--- src/rtl/matrix_pkg.sv ---
// rtl/matrix_pkg.sv - shared constants and types for the 32x32 matrix datapath
package matrix_pkg;

  localparam int N  = 32;
  localparam int W  = 32;
  localparam int AW = $clog2(N * N);

  // Sums are signed Q11.21: integer bits [31:21], fraction bits [20:0].
  localparam int INT_BITS  = 11;
  localparam int FRAC_BITS = 21;

  typedef enum logic [1:0] {
    IDLE = 2'd0,
    RUN  = 2'd1,
    DONE = 2'd2
  } state_t;

endpackage

--- src/rtl/acc_fifo.sv ---
// rtl/acc_fifo.sv - synchronous DEPTH x W FIFO buffering completed accumulator sums
module acc_fifo #(
  parameter int DEPTH = 4,
  parameter int W     = 32
) (
  input  logic         clk,
  input  logic         rst,
  input  logic         i_clr,
  input  logic         i_push,
  input  logic [W-1:0] i_data,
  input  logic         i_pop,
  output logic [W-1:0] o_data,
  output logic         o_full,
  output logic         o_empty
);

  localparam int PW = (DEPTH > 1) ? $clog2(DEPTH) : 1;
  localparam logic [PW:0]   FULL_CNT = DEPTH[PW:0];
  localparam logic [PW-1:0] PTR_ONE  = PW'(1);
  localparam logic [PW:0]   CNT_ONE  = (PW + 1)'(1);

  logic [W-1:0]  r_mem [DEPTH];
  logic [PW-1:0] r_wr_ptr;
  logic [PW-1:0] r_rd_ptr;
  logic [PW:0]   r_count;
  logic          w_push;
  logic          w_pop;

  assign o_full  = (r_count == FULL_CNT);
  assign o_empty = (r_count == '0);
  // Full is judged on the registered count, so a same-cycle pop never frees a slot.
  assign w_push  = i_push && !o_full;
  assign w_pop   = i_pop && !o_empty;
  assign o_data  = r_mem[r_rd_ptr];

  always_ff @(posedge clk) begin
    if (rst || i_clr) begin
      r_wr_ptr <= '0;
      r_rd_ptr <= '0;
      r_count  <= '0;
    end else begin
      if (w_push) r_wr_ptr <= r_wr_ptr + PTR_ONE;
      if (w_pop)  r_rd_ptr <= r_rd_ptr + PTR_ONE;
      case ({w_push, w_pop})
        2'b10:   r_count <= r_count + CNT_ONE;
        2'b01:   r_count <= r_count - CNT_ONE;
        default: r_count <= r_count;
      endcase
    end
  end

  always_ff @(posedge clk) begin
    if (w_push) r_mem[r_wr_ptr] <= i_data;
  end

endmodule

--- src/rtl/acc_result_writer.sv ---
// rtl/acc_result_writer.sv - captures accumulator sums on flag and writes them row-major to result memory
module acc_result_writer #(
  parameter int N     = matrix_pkg::N,
  parameter int W     = matrix_pkg::W,
  parameter int DEPTH = 4,
  parameter int AW    = $clog2(N * N)
) (
  input  logic                clk,
  input  logic                rst,
  input  logic                start,
  input  logic                flag,
  input  logic signed [W-1:0] acc,
  output logic                mem_we,
  output logic [AW-1:0]       mem_addr,
  output logic [W-1:0]        mem_data,
  input  logic                mem_ready,
  output logic                busy,
  output logic                done,
  output logic                ovf
);

  import matrix_pkg::*;

  localparam int NN = N * N;
  localparam int CW = AW + 1;
  localparam logic [CW-1:0] CAP_MAX  = CW'(NN);
  localparam logic [AW-1:0] LAST_IDX = AW'(NN - 1);
  localparam logic [CW-1:0] CAP_ONE  = CW'(1);
  localparam logic [AW-1:0] IDX_ONE  = AW'(1);

  state_t        r_state;
  state_t        w_next_state;
  logic [CW-1:0] r_cap;
  logic [AW-1:0] r_wr_idx;
  logic          r_ovf;

  logic          w_start_acc;
  logic          w_run;
  logic          w_push;
  logic          w_pop;
  logic          w_fifo_full;
  logic          w_fifo_empty;
  logic [W-1:0]  w_fifo_data;

  assign w_run       = (r_state == RUN);
  assign w_start_acc = start && (r_state == IDLE);
  assign w_push      = w_run && flag && !w_fifo_full && (r_cap != CAP_MAX);
  assign w_pop       = mem_we && mem_ready;

  acc_fifo #(
    .DEPTH (DEPTH),
    .W     (W)
  ) u_fifo (
    .clk     (clk),
    .rst     (rst),
    .i_clr   (w_start_acc),
    .i_push  (w_push),
    .i_data  (acc),
    .i_pop   (w_pop),
    .o_data  (w_fifo_data),
    .o_full  (w_fifo_full),
    .o_empty (w_fifo_empty)
  );

  always_ff @(posedge clk) begin
    if (rst) r_state <= IDLE;
    else     r_state <= w_next_state;
  end

  always_comb begin
    w_next_state = r_state;
    case (r_state)
      IDLE:    if (start) w_next_state = RUN;
      RUN:     if (w_pop && (r_wr_idx == LAST_IDX)) w_next_state = DONE;
      DONE:    w_next_state = IDLE;
      default: w_next_state = IDLE;
    endcase
  end

  always_comb begin
    busy   = 1'b0;
    done   = 1'b0;
    mem_we = 1'b0;
    case (r_state)
      RUN: begin
        busy   = 1'b1;
        mem_we = !w_fifo_empty;
      end
      DONE:    done = 1'b1;
      default: ;
    endcase
  end

  // Capture count, write index and sticky overflow; flags outside RUN are ignored.
  always_ff @(posedge clk) begin
    if (rst || w_start_acc) begin
      r_cap    <= '0;
      r_wr_idx <= '0;
      r_ovf    <= 1'b0;
    end else if (w_run) begin
      if (w_push)     r_cap <= r_cap + CAP_ONE;
      else if (flag)  r_ovf <= 1'b1;
      if (w_pop)      r_wr_idx <= r_wr_idx + IDX_ONE;
    end
  end

  assign mem_addr = r_wr_idx;
  assign mem_data = mem_we ? w_fifo_data : '0;
  assign ovf      = r_ovf;

endmodule

--- config.mk ---
export PLATFORM = sky130hd
export DESIGN_NAME = acc_result_writer
export DESIGN_NICKNAME = d
export VERILOG_FILES = /design/src/rtl/matrix_pkg.sv /design/src/rtl/acc_fifo.sv /design/src/rtl/acc_result_writer.sv
export SDC_FILE = /design/constraint.sdc
export NUM_CORES = 1
export LEC_CHECK = 0
export ABC_AREA = 0
export CORE_UTILIZATION = 57
export CTS_BUF_LIST = sky130_fd_sc_hd__clkbuf_2
export CTS_CLUSTER_DIAMETER = 80
export DETAILED_ROUTE_END_ITERATION = 12
export PLACE_DENSITY = 0.82
export SETUP_SLACK_MARGIN = 0.5
export SLEW_MARGIN = 20
export SYNTH_ARGS = -nofsm -noshare
export SYNTH_HDL_FRONTEND = slang
export SYNTH_SLANG_ARGS = --single-unit
--- constraint.sdc ---
create_clock -name clk -period 2.7 [get_ports clk]
set_input_delay 0.27 -clock clk [delete_from_list [all_inputs] [get_ports clk]]
set_output_delay 0.27 -clock clk [all_outputs]
set_load 0.1 [all_outputs]
==> results.py, run 1 <==
metrics = {
    "timing": {
        "timing.hold.ws_ns": 0.170,
        "min_period_over_period": 0.928,
        "setup_tns_ns": 0,
        "fin_ws_ns": 0.194,
        "clock_skew_ns": 0.0270,
        "hold_viol_final": 0,
        "period_minus_slack_ns": 2.51,
        "rsz0062_at_grt": "true",
        "fmax_mhz": 399,
        "tightest_slew_ns": 0.539,
        "slew-limit-headroom": 0.639,
        "slew_violations": 0,
        "setup_viol": 0,
    },
    "logic_synthesis": {
        "avgSynthCellArea_um2": 16.4,
        "synth-edff-count": 128,
        "synth.largest_area_cell": "edfxtp_1",
        "syn_nets": 439,
        "syn-cell-area_um2": 6460,
        "synth_commonest_cells": "edfxtp_1 (128), and3_1 (36), dfxtp_1 (33)",
        "synth_area_leaders": "edfxtp_1 (59%), mux4_2 (11%), dfxtp_1 (10%)",
        "ys_seq_area_frac": 0.697,
        "synth_cell_types": 41,
        "synthCells": 393,
        "async_reset_ff_frac": 0,
        "ys_seq_elements": 161,
        "ys.flop_type": "edfxtp_1",
        "yosysWarnings": 0,
        "synth_top_area_frac": 0.595,
        "post-synth-top-count-cell": "edfxtp_1",
    },
    "clock_network": {
        "clockBufferDepth": 2,
        "htreeDepth": 4,
        "numCtsBuffers": 17,
        "cts_tree": "built",
        "clock-sinks": 161,
        "cts-root-buf": "clkbuf_2",
        "clock_latency_ns": 0.70,
        "ctsHoldBuffers": 0,
        "clkSlewWorstSetupHoldPaths_ns": 0.23,
    },
    "global_routing": {
        "grt_pass1_wl_um": 20900,
        "gr-total-overflow": 0,
        "first_global_vias": 3890,
        "gr-usage-all-layers": 0.250,
        "grt_antenna_before_repair": 0,
        "grt_max_degree": 36,
    },
    "drt": {
        "vias": 3985,
        "drt_iter0_drc": 302,
        "wl_per_cell_um": 21.3,
        "routed_via_density": 6.03,
        "drc": 0,
        "wl_um": 14100,
        "postRouteAntennaNets": 0,
        "dr.pass1.iters": 5,
    },
    "critical_path": {
        "crit_path_end_kind": "primary output",
        "crit_path_max_fanout": 8,
        "cp.required_ns": 2.43,
        "crit_buf_inv": 3,
        "cpMaxStageDelayCell": "mux4_2",
        "crit_type": "flip-flop to primary output",
        "critical_path.most_common_cell": "buf_12",
        "worstPathCellList": "buf_12, buf_16, mux4_2, and3_4, buf_12",
        "cp-start-kind": "flip-flop",
        "cp.arrival_ns": 2.24,
        "path_delay_family": "multiplexers",
        "r2r-start": "r_cap[6]$_SDFFE_PP0P_",
        "max_stage_delay_ns": 0.51,
    },
    "floorplan": {
        "fp.coreArea_um2": 10900,
        "num_rows": 38,
        "dieArea_um2": 11800,
        "die_w_um": 108,
        "ios": 83,
        "start_util": 0.591,
        "die_h_um": 108,
    },
    "finish": {
        "fin_util": 0.789,
        "diodes": 0,
        "layout.nets": 554,
        "syn_to_final_growth_pct": 33.5,
        "n_fill_cell": 560,
        "drive_gt1_frac": 0.401,
    },
    "pwr": {
        "p_sw_frac": 0.245,
        "p_comb_frac": 0.084,
        "p_clk_frac": 0.296,
        "switchingPower_w": 0.00107,
        "p_int_w": 0.00330,
        "power.density_nw_per_um2": 507,
        "seq_power_share": 0.620,
        "p_leak_nw": 2.87,
        "ir_drop_mv": 0.311,
    },
    "flow_run": {
        "drv_cap": 0,
    },
    "placed_design": {
        "dp_worst_setup_slack_ns": 0.117,
        "gp_congestion": 0.819,
        "hpwl_um": 7610,
        "io_buffers": 82,
    },
    "worst_hold_path": {
        "hold_path_startpoint": "acc[18]",
        "min_path_type": "input port to flip-flop",
    },
    "outcome": {
        "outcome": "finished clean",
    },
}
## final cells by class
type	instances	area (um2)	share of cell area
clock buffers	18	90.1	0.0104
clock inverters	14	154	0.0178
inverters	12	48.8	0.00566
multi-input cells	203	2050	0.238
flip-flops and latches	161	4530	0.526
well taps	140	175	0.0203
repair buffers	113	1570	0.182
## path summary, 6_finish.rpt
| check | to | slack [ns] | depth (start not counted) |
|---|---|---|---|
| worst min-delay path | u_fifo.r_mem[3][18]$_DFFE_PP_ | 0.17 | 1 |
| worst min register to register | r_state[0]$_SDFFE_PP0P_ | 0.48 | 1 |
| worst max-delay path | mem_data[4] | 0.19 | 5 |
| worst max register to register | u_fifo.r_count[2]$_SDFFE_PP0P_ | 0.38 | 10 |
## cell families (layout without fill, tap and decap cells)
group                      count (synthesis)  after routing  synth area share
AOI/OAI and AO/OA                         24             24            0.0219
xor gates and xnor gates                  15             15            0.0203
adders and majority gates                  9              9            0.0186
buffers and inverters                     29            157            0.0176
DFF                                      161            161             0.697
muxes                                     32             32             0.112
and+or+nand+nor                          123            123             0.113
## worst reg2reg max path, cell delays in order, from the launching register on
cell and delay [ns]:
dfxtp_2 0.38, nor4_4 0.29, and4_1 0.28, nor2_2 0.06, inv_1 0.05, ha_2 0.16
inv_1 0.06, fa_2 0.34, xor2_1 0.15, or3_1 0.33, a21oi_2 0.14
## repair_timing
action | 4_1_cts | 5_1_grt
gates resized for setup | 60 | 9
cloned | 5 | 0
setup endpoints to repair | 35 | 35
setup buffers | 13 | 3
pin swaps | 6 | 26
## power groups by stage
| stage | clock [W] | combinational, W | sequential [W] |
|---|---|---|---|
| 2_1_floorplan | 0 | 0.000153 | 0.00277 |
| 3_3_place_gp | 0 | 0.000303 | 0.00277 |
| 3_5_place_dp | 0 | 0.000310 | 0.00277 |
| 4_1_cts | 0.00131 | 0.000359 | 0.00271 |
| 5_1_grt | 0.00141 | 0.000383 | 0.00272 |
| 6_report | 0.00130 | 0.000366 | 0.00271 |
## metrics by stage
step | total power (W) | area [um2] | cells
detailed placement | 0.00308 | 7870 | 608
global placement | 0.00307 | 7870 | 608
floorplan | 0.00293 | 6480 | 393
global route | 0.00451 | 8620 | 661
finish | 0.00437 | 8620 | 661
CTS | 0.00439 | 8580 | 658
## metal layers
metal	track usage	share of wire	wire, um	vias up
met4	0.103	0.020	278	0
met3	0.0452	0.069	978	31
met5	0	0	0	-
met1	0.332	0.39	5490	1996
met2	0.408	0.52	7360	191
li1	-	-	-	1767
## layout by cell type (no fill, tap or decap), types with 3 or more instances in the layout
cell,count
mux4_2,32
dfxtp_4,6
nand2_1,13
buf_12,41
xor2_1,5
and3_4,32
and3_2,4
inv_6,3
nand3_1,9
xnor2_1,10
nand4_1,4
ha_1,6
clkdlybuf4s50_1,36
dfxtp_2,5
inv_1,9
or3_1,3
clkbuf_2,18
nor3_1,3
o21ai_0,6
buf_4,30
dfxtp_1,22
nor2_1,21
clkinvlp_4,5
edfxtp_1,128
a21oi_1,10
nor4_1,7
o31ai_1,5
buf_16,3
## flip-flops by register name (all words and copies together), names as in the netlist, named ones only
| name | cells |
|---|---|
| u_fifo.r_wr_ptr | 2 |
| u_fifo.r_count | 3 |
| r_cap | 11 |
| u_fifo.r_rd_ptr | 2 |
| ovf | 1 |
| mem_addr | 10 |
| u_fifo.r_mem | 128 |
| r_state | 2 |
No activity file was read; power rests on OpenSTA's default activity.
==> run 2: changes to the inputs <==
Settings changed: CORE_UTILIZATION 57 to 52, PLACE_DENSITY 0.82 to 0.79.
Clock period 2.7 ns to 2.28 ns, I/O delays scaled along.
==> run 2 against run 1 <==
Net effect: the flow now finishes with violations (setup timing); die area increased by 9.4%; critical endpoint is now mem_data[12]; worst hold slack got worse by 0.052 ns; critical path depth unchanged; global-route usage decreased by 1.4 points; non-clock buffer count increased by 11; critical path type unchanged; power increased by 22%; wire length decreased by 0.76%; first-iteration DRC count decreased by 39%; via count decreased by 1.6%.
==> results.py, run 2 (synthesis gave the netlist of run 1 again) <==
metrics = {
    "outcome": {
        "outcome": "complete, but fails checks",
        "violations": "setup timing",
    },
    "finish": {
        "drive_gt1_frac": 0.455,
        "diodes": 0,
        "n_fill_cell": 713,
        "top_register": "u_fifo.r_mem",
        "final_cells": 700,
        "fin_util": 0.747,
        "syn_to_final_growth_pct": 39.4,
        "largest_reg_flops": 128,
        "layout_common_cells": "edfxtp_1 (128), buf_12 (46), and3_4 (36), clkdlybuf4s50_1 (36), mux4_2 (32)",
        "final_common_cell": "edfxtp_1",
        "layout.nets": 565,
    },
    "critical_path": {
        "cp.arrival_ns": 2.24,
        "cp-start-kind": "flip-flop",
        "crit_type": "flip-flop to primary output",
        "cp.required_ns": 2.05,
        "reg2reg_setup_slack_ns": -0.01,
        "crit_path_end_kind": "primary output",
        "r2r_end": "u_fifo.r_count[2]$_SDFFE_PP0P_",
        "crit_path_max_fanout": 8,
        "cp-endpoint": "mem_data[12]",
        "r2r-start": "r_cap[6]$_SDFFE_PP0P_",
        "reg2reg_depth": 10,
    },
    "clock_network": {
        "clock-sinks": 161,
        "numCtsBuffers": 17,
        "ctsHoldBuffers": 0,
        "clkSlewWorstSetupHoldPaths_ns": 0.23,
        "clockBufferDepth": 2,
        "cts-root-buf": "clkbuf_2",
        "htreeDepth": 4,
        "clock_latency_ns": 0.71,
        "cts_tree": "built",
    },
    "pwr": {
        "power.density_nw_per_um2": 593,
        "ir_drop_mv": 0.333,
        "p_leak_nw": 3.01,
    },
    "floorplan": {
        "num_rows": 40,
        "start_util": 0.536,
        "die_w_um": 113,
        "fp.coreArea_um2": 12100,
        "die_h_um": 113,
        "ios": 83,
        "dieArea_um2": 12900,
    },
    "flow_run": {
        "drv_cap": 0,
    },
    "global_routing": {
        "gr-usage-all-layers": 0.236,
        "grt_antenna_before_repair": 0,
        "grt_pass1_wl_um": 22100,
        "grt_max_degree": 33,
        "first_global_vias": 4187,
        "gr-total-overflow": 0,
    },
    "timing": {
        "setup_viol": 34,
        "period_minus_slack_ns": 2.47,
        "tightest_slew_ns": 0.459,
        "rsz0062_at_grt": "true",
        "min_period_over_period": 1.08,
        "slew-limit-headroom": 0.691,
        "setup_tns_ns": -4.53,
        "fmax_mhz": 405,
        "hold_viol_final": 0,
        "timing.hold.ws_ns": 0.117,
        "clock_skew_ns": 0.0287,
        "slew_violations": 0,
        "fin_ws_ns": -0.187,
    },
    "drt": {
        "wl_um": 14000,
        "drt_iter0_drc": 185,
        "dr.pass1.iters": 5,
        "wl_per_cell_um": 20.0,
        "vias": 3923,
        "postRouteAntennaNets": 0,
        "routed_via_density": 5.60,
        "drc": 0,
    },
    "placed_design": {
        "gp_congestion": 0.760,
        "dp_cells": 645,
        "hpwl_um": 7730,
        "io_buffers": 82,
    },
    "worst_hold_path": {
        "min_path_type": "input port to flip-flop",
    },
}
-- run 2: changes by cell type in the layout (fill, tap and decap cells not counted), moves of 3 or more --
cell / previous run / this run
buf_12: 41 / 46
and3_4: 32 / 36
a21oi_1: 10 / 7
dfxtp_1: 22 / 13
ha_4: 0 / 3
a21oi_2: 1 / 4
and3_2: 4 / 0
buf_6: 0 / 7
dfxtp_2: 5 / 16
inv_1: 9 / 6
-- run 2: final cells by class --
cell class / instances / area (um2) / share of cell area
repair buffers: 124 / 1780 / 0.197
multi-input cells: 203 / 2160 / 0.240
well taps: 168 / 210 / 0.0233
flip-flops and latches: 161 / 4540 / 0.504
clock buffers: 17 / 85.1 / 0.00945
clock inverters: 15 / 183 / 0.0203
inverters: 12 / 51.3 / 0.00570
-- run 2: report_power, final --
| group | switching [W] | internal, W | total (W) |
|---|---|---|---|
| Clock | 0.00101 | 0.000626 | 0.00163 |
| Combinational | 0.000259 | 0.000235 | 0.000494 |
| Sequential | 0.0000113 | 0.00320 | 0.00321 |
-- run 2: worst max-delay path, cell delays in order (launching register included) --
cell and delay, ns:
dfxtp_4 0.42, buf_12 0.13, buf_16 0.14, mux4_2 0.49
and3_4 0.20, buf_12 0.16
-- run 2: repair_timing --
action,CTS,global route
setup endpoints to repair,139,166
cloned,6,0
pin swaps,27,5
setup buffers,13,4
gates resized for setup,44,17
-- run 2: worst min path at each step --
stage	start	to	cells past startpoint
2_1_floorplan	rst	r_state[0]$_SDFFE_PP0P_	1
3_3_place_gp	ovf$_SDFFE_PP0P_	ovf$_SDFFE_PP0P_	2
3_5_place_dp	ovf$_SDFFE_PP0P_	ovf$_SDFFE_PP0P_	2
4_1_cts	rst	r_state[0]$_SDFFE_PP0P_	2
5_1_grt	acc[11]	u_fifo.r_mem[1][11]$_DFFE_PP_	1
6_report	rst	r_state[0]$_SDFFE_PP0P_	2
-- run 2: per-layer routing --
layer,global-route usage,vias up,routed length [um]
met5,0,-,0
met4,0.0991,0,189
met3,0.0515,15,632
met2,0.408,123,7390
met1,0.288,1992,5780
li1,-,1793,-
-- run 2: through the flow --
step	instance area, um2	worst slack (ns)	total power (W)
3_3_place_gp	8190	0.0611	0.00367
3_5_place_dp	8190	-0.0278	0.00368
4_1_cts	8910	-0.277	0.00537
6_report	9000	-0.187	0.00534
2_1_floorplan	6680	0.170	0.00349
5_1_grt	9000	-0.337	0.00552
==> run 3: changes to the inputs <==
Settings changed: RECOVER_POWER set to 25.
==> run 3 against run 2 <==
Net effect: first-iteration DRC count rose by 2.7%; non-clock buffer count unchanged; the flow still finishes with violations (setup timing); via count rose by 0.43%; largest power group unchanged; sequential power about the same; combinational power is 2% lower.
==> results.py, run 3 (synthesis gave the netlist of run 1 again) <==
metrics = {
    "placed_design": {
        "dp_cells": 645,
        "hpwl_um": 7730,
        "gp_congestion": 0.760,
        "dp_worst_setup_slack_ns": -0.0278,
        "io_buffers": 82,
    },
    "timing": {
        "setup_viol": 34,
        "period_minus_slack_ns": 2.46,
        "tightest_slew_ns": 0.459,
        "fin_ws_ns": -0.184,
        "fmax_mhz": 406,
        "min_period_over_period": 1.08,
        "rsz0062_at_grt": "true",
        "slew_violations": 0,
        "clock_skew_ns": 0.0249,
        "hold_viol_final": 0,
        "slew-limit-headroom": 0.691,
    },
    "finish": {
        "n_fill_cell": 713,
        "layout_common_cells": "edfxtp_1 (128), buf_12 (46), and3_4 (36), mux4_2 (32), buf_4 (28)",
        "register_area_um2": 4540,
        "fin_util": 0.747,
        "final_common_cell": "edfxtp_1",
        "diodes": 0,
        "drive_gt1_frac": 0.455,
        "layout.nets": 565,
        "top_register": "u_fifo.r_mem",
        "final_cells": 700,
        "multi_input_area_um2": 2160,
        "syn_to_final_growth_pct": 39.4,
        "largest_reg_flops": 128,
    },
    "pwr": {
        "power.density_nw_per_um2": 592,
        "p_sw_frac": 0.239,
        "p_clk_frac": 0.306,
        "p_leak_nw": 3.01,
        "seq_power_share": 0.603,
        "ir_drop_mv": 0.330,
        "switchingPower_w": 0.00128,
        "p_int_w": 0.00405,
        "p_comb_frac": 0.091,
    },
    "drt": {
        "drt_iter0_drc": 190,
        "wl_um": 14000,
        "drc": 0,
        "postRouteAntennaNets": 0,
        "routed_via_density": 5.63,
        "dr.pass1.iters": 6,
        "vias": 3940,
        "wl_per_cell_um": 20.0,
    },
    "critical_path": {
        "cpMaxStageDelayCell": "mux4_2",
        "path_delay_family": "multiplexers",
        "critical_path.most_common_cell": "buf_12",
        "crit_type": "flip-flop to primary output",
        "cp.required_ns": 2.05,
        "max_stage_delay_ns": 0.49,
        "crit_buf_inv": 3,
        "crit_path_end_kind": "primary output",
        "cp.arrival_ns": 2.24,
        "cp-start-kind": "flip-flop",
        "crit_path_max_fanout": 8,
        "worstPathCellList": "buf_12, buf_16, mux4_2, and3_4, buf_12",
    },
    "flow_run": {
        "drv_cap": 0,
    },
    "floorplan": {
        "start_util": 0.536,
        "dieArea_um2": 12900,
        "die_w_um": 113,
        "ios": 83,
        "die_h_um": 113,
        "fp.coreArea_um2": 12100,
        "num_rows": 40,
    },
    "outcome": {
        "outcome": "complete, but fails checks",
        "violations": "setup timing",
    },
    "clock_network": {
        "clockBufferDepth": 2,
        "htreeDepth": 4,
        "clock_latency_ns": 0.70,
        "cts_tree": "built",
        "cts-root-buf": "clkbuf_2",
        "clkSlewWorstSetupHoldPaths_ns": 0.23,
        "clock-sinks": 161,
        "numCtsBuffers": 17,
        "ctsHoldBuffers": 0,
    },
    "global_routing": {
        "grt_max_degree": 33,
        "gr-usage-all-layers": 0.236,
        "grt_antenna_before_repair": 0,
        "gr-total-overflow": 0,
        "first_global_vias": 4187,
        "grt_pass1_wl_um": 22100,
    },
    "worst_hold_path": {
        "min_path_type": "input port to flip-flop",
    },
}
-- run 3: path summary, 6_finish.rpt --
path	slack (ns)	to	cells past startpoint	startpoint
setup reg to reg	-0.01	u_fifo.r_count[2]$_SDFFE_PP0P_	10	r_cap[6]$_SDFFE_PP0P_
hold reg to reg	0.51	mem_addr[1]$_SDFFE_PP0P_	2	mem_addr[1]$_SDFFE_PP0P_
hold / removal	0.12	r_state[0]$_SDFFE_PP0P_	2	rst
setup / recovery	-0.18	mem_data[12]	5	flip-flop
-- run 3: what timing repair did --
item,in CTS,in global routing
setup buffers,13,4
setup endpoints to repair,139,166
pin swaps,27,5
gates resized for setup,44,17
gates cloned,6,0
-- run 3: area by class of cell --
type | count | share of cell area
tap | 168 | 0.0233
timing repair buffer | 124 | 0.197
clock buffer | 17 | 0.00945
clock inverter | 15 | 0.0203
sequential | 161 | 0.504
multi-input combinational | 203 | 0.240
inverter | 12 | 0.00570
-- run 3: per-stage QoR --
step           hold slack, ns  cell area (um2)  setup TNS (ns)  total power, W
2_1_floorplan           0.299             6680               0         0.00349
3_3_place_gp            0.458             8190               0         0.00367
3_5_place_dp            0.474             8190         -0.0278         0.00368
4_1_cts                0.0444             8910           -7.52         0.00537
5_1_grt                0.0590             9000           -9.42         0.00551
6_report                0.123             9000           -4.46         0.00533
-- run 3: per-layer routing --
metal / global-route usage / vias to the layer above / wire [um]
met5: 0 / - / 0
met4: 0.0991 / 0 / 243
met3: 0.0515 / 19 / 653
met2: 0.408 / 130 / 7290
met1: 0.288 / 1998 / 5800
li1: - / 1793 / -
-- run 3: power by group through the flow --
stage	clock (W)	sequential [W]	combinational [W]
2_1_floorplan	0	0.00328	0.000201
3_3_place_gp	0	0.00328	0.000390
3_5_place_dp	0	0.00328	0.000397
4_1_cts	0.00167	0.00321	0.000485
5_1_grt	0.00179	0.00321	0.000511
6_report	0.00163	0.00321	0.000486
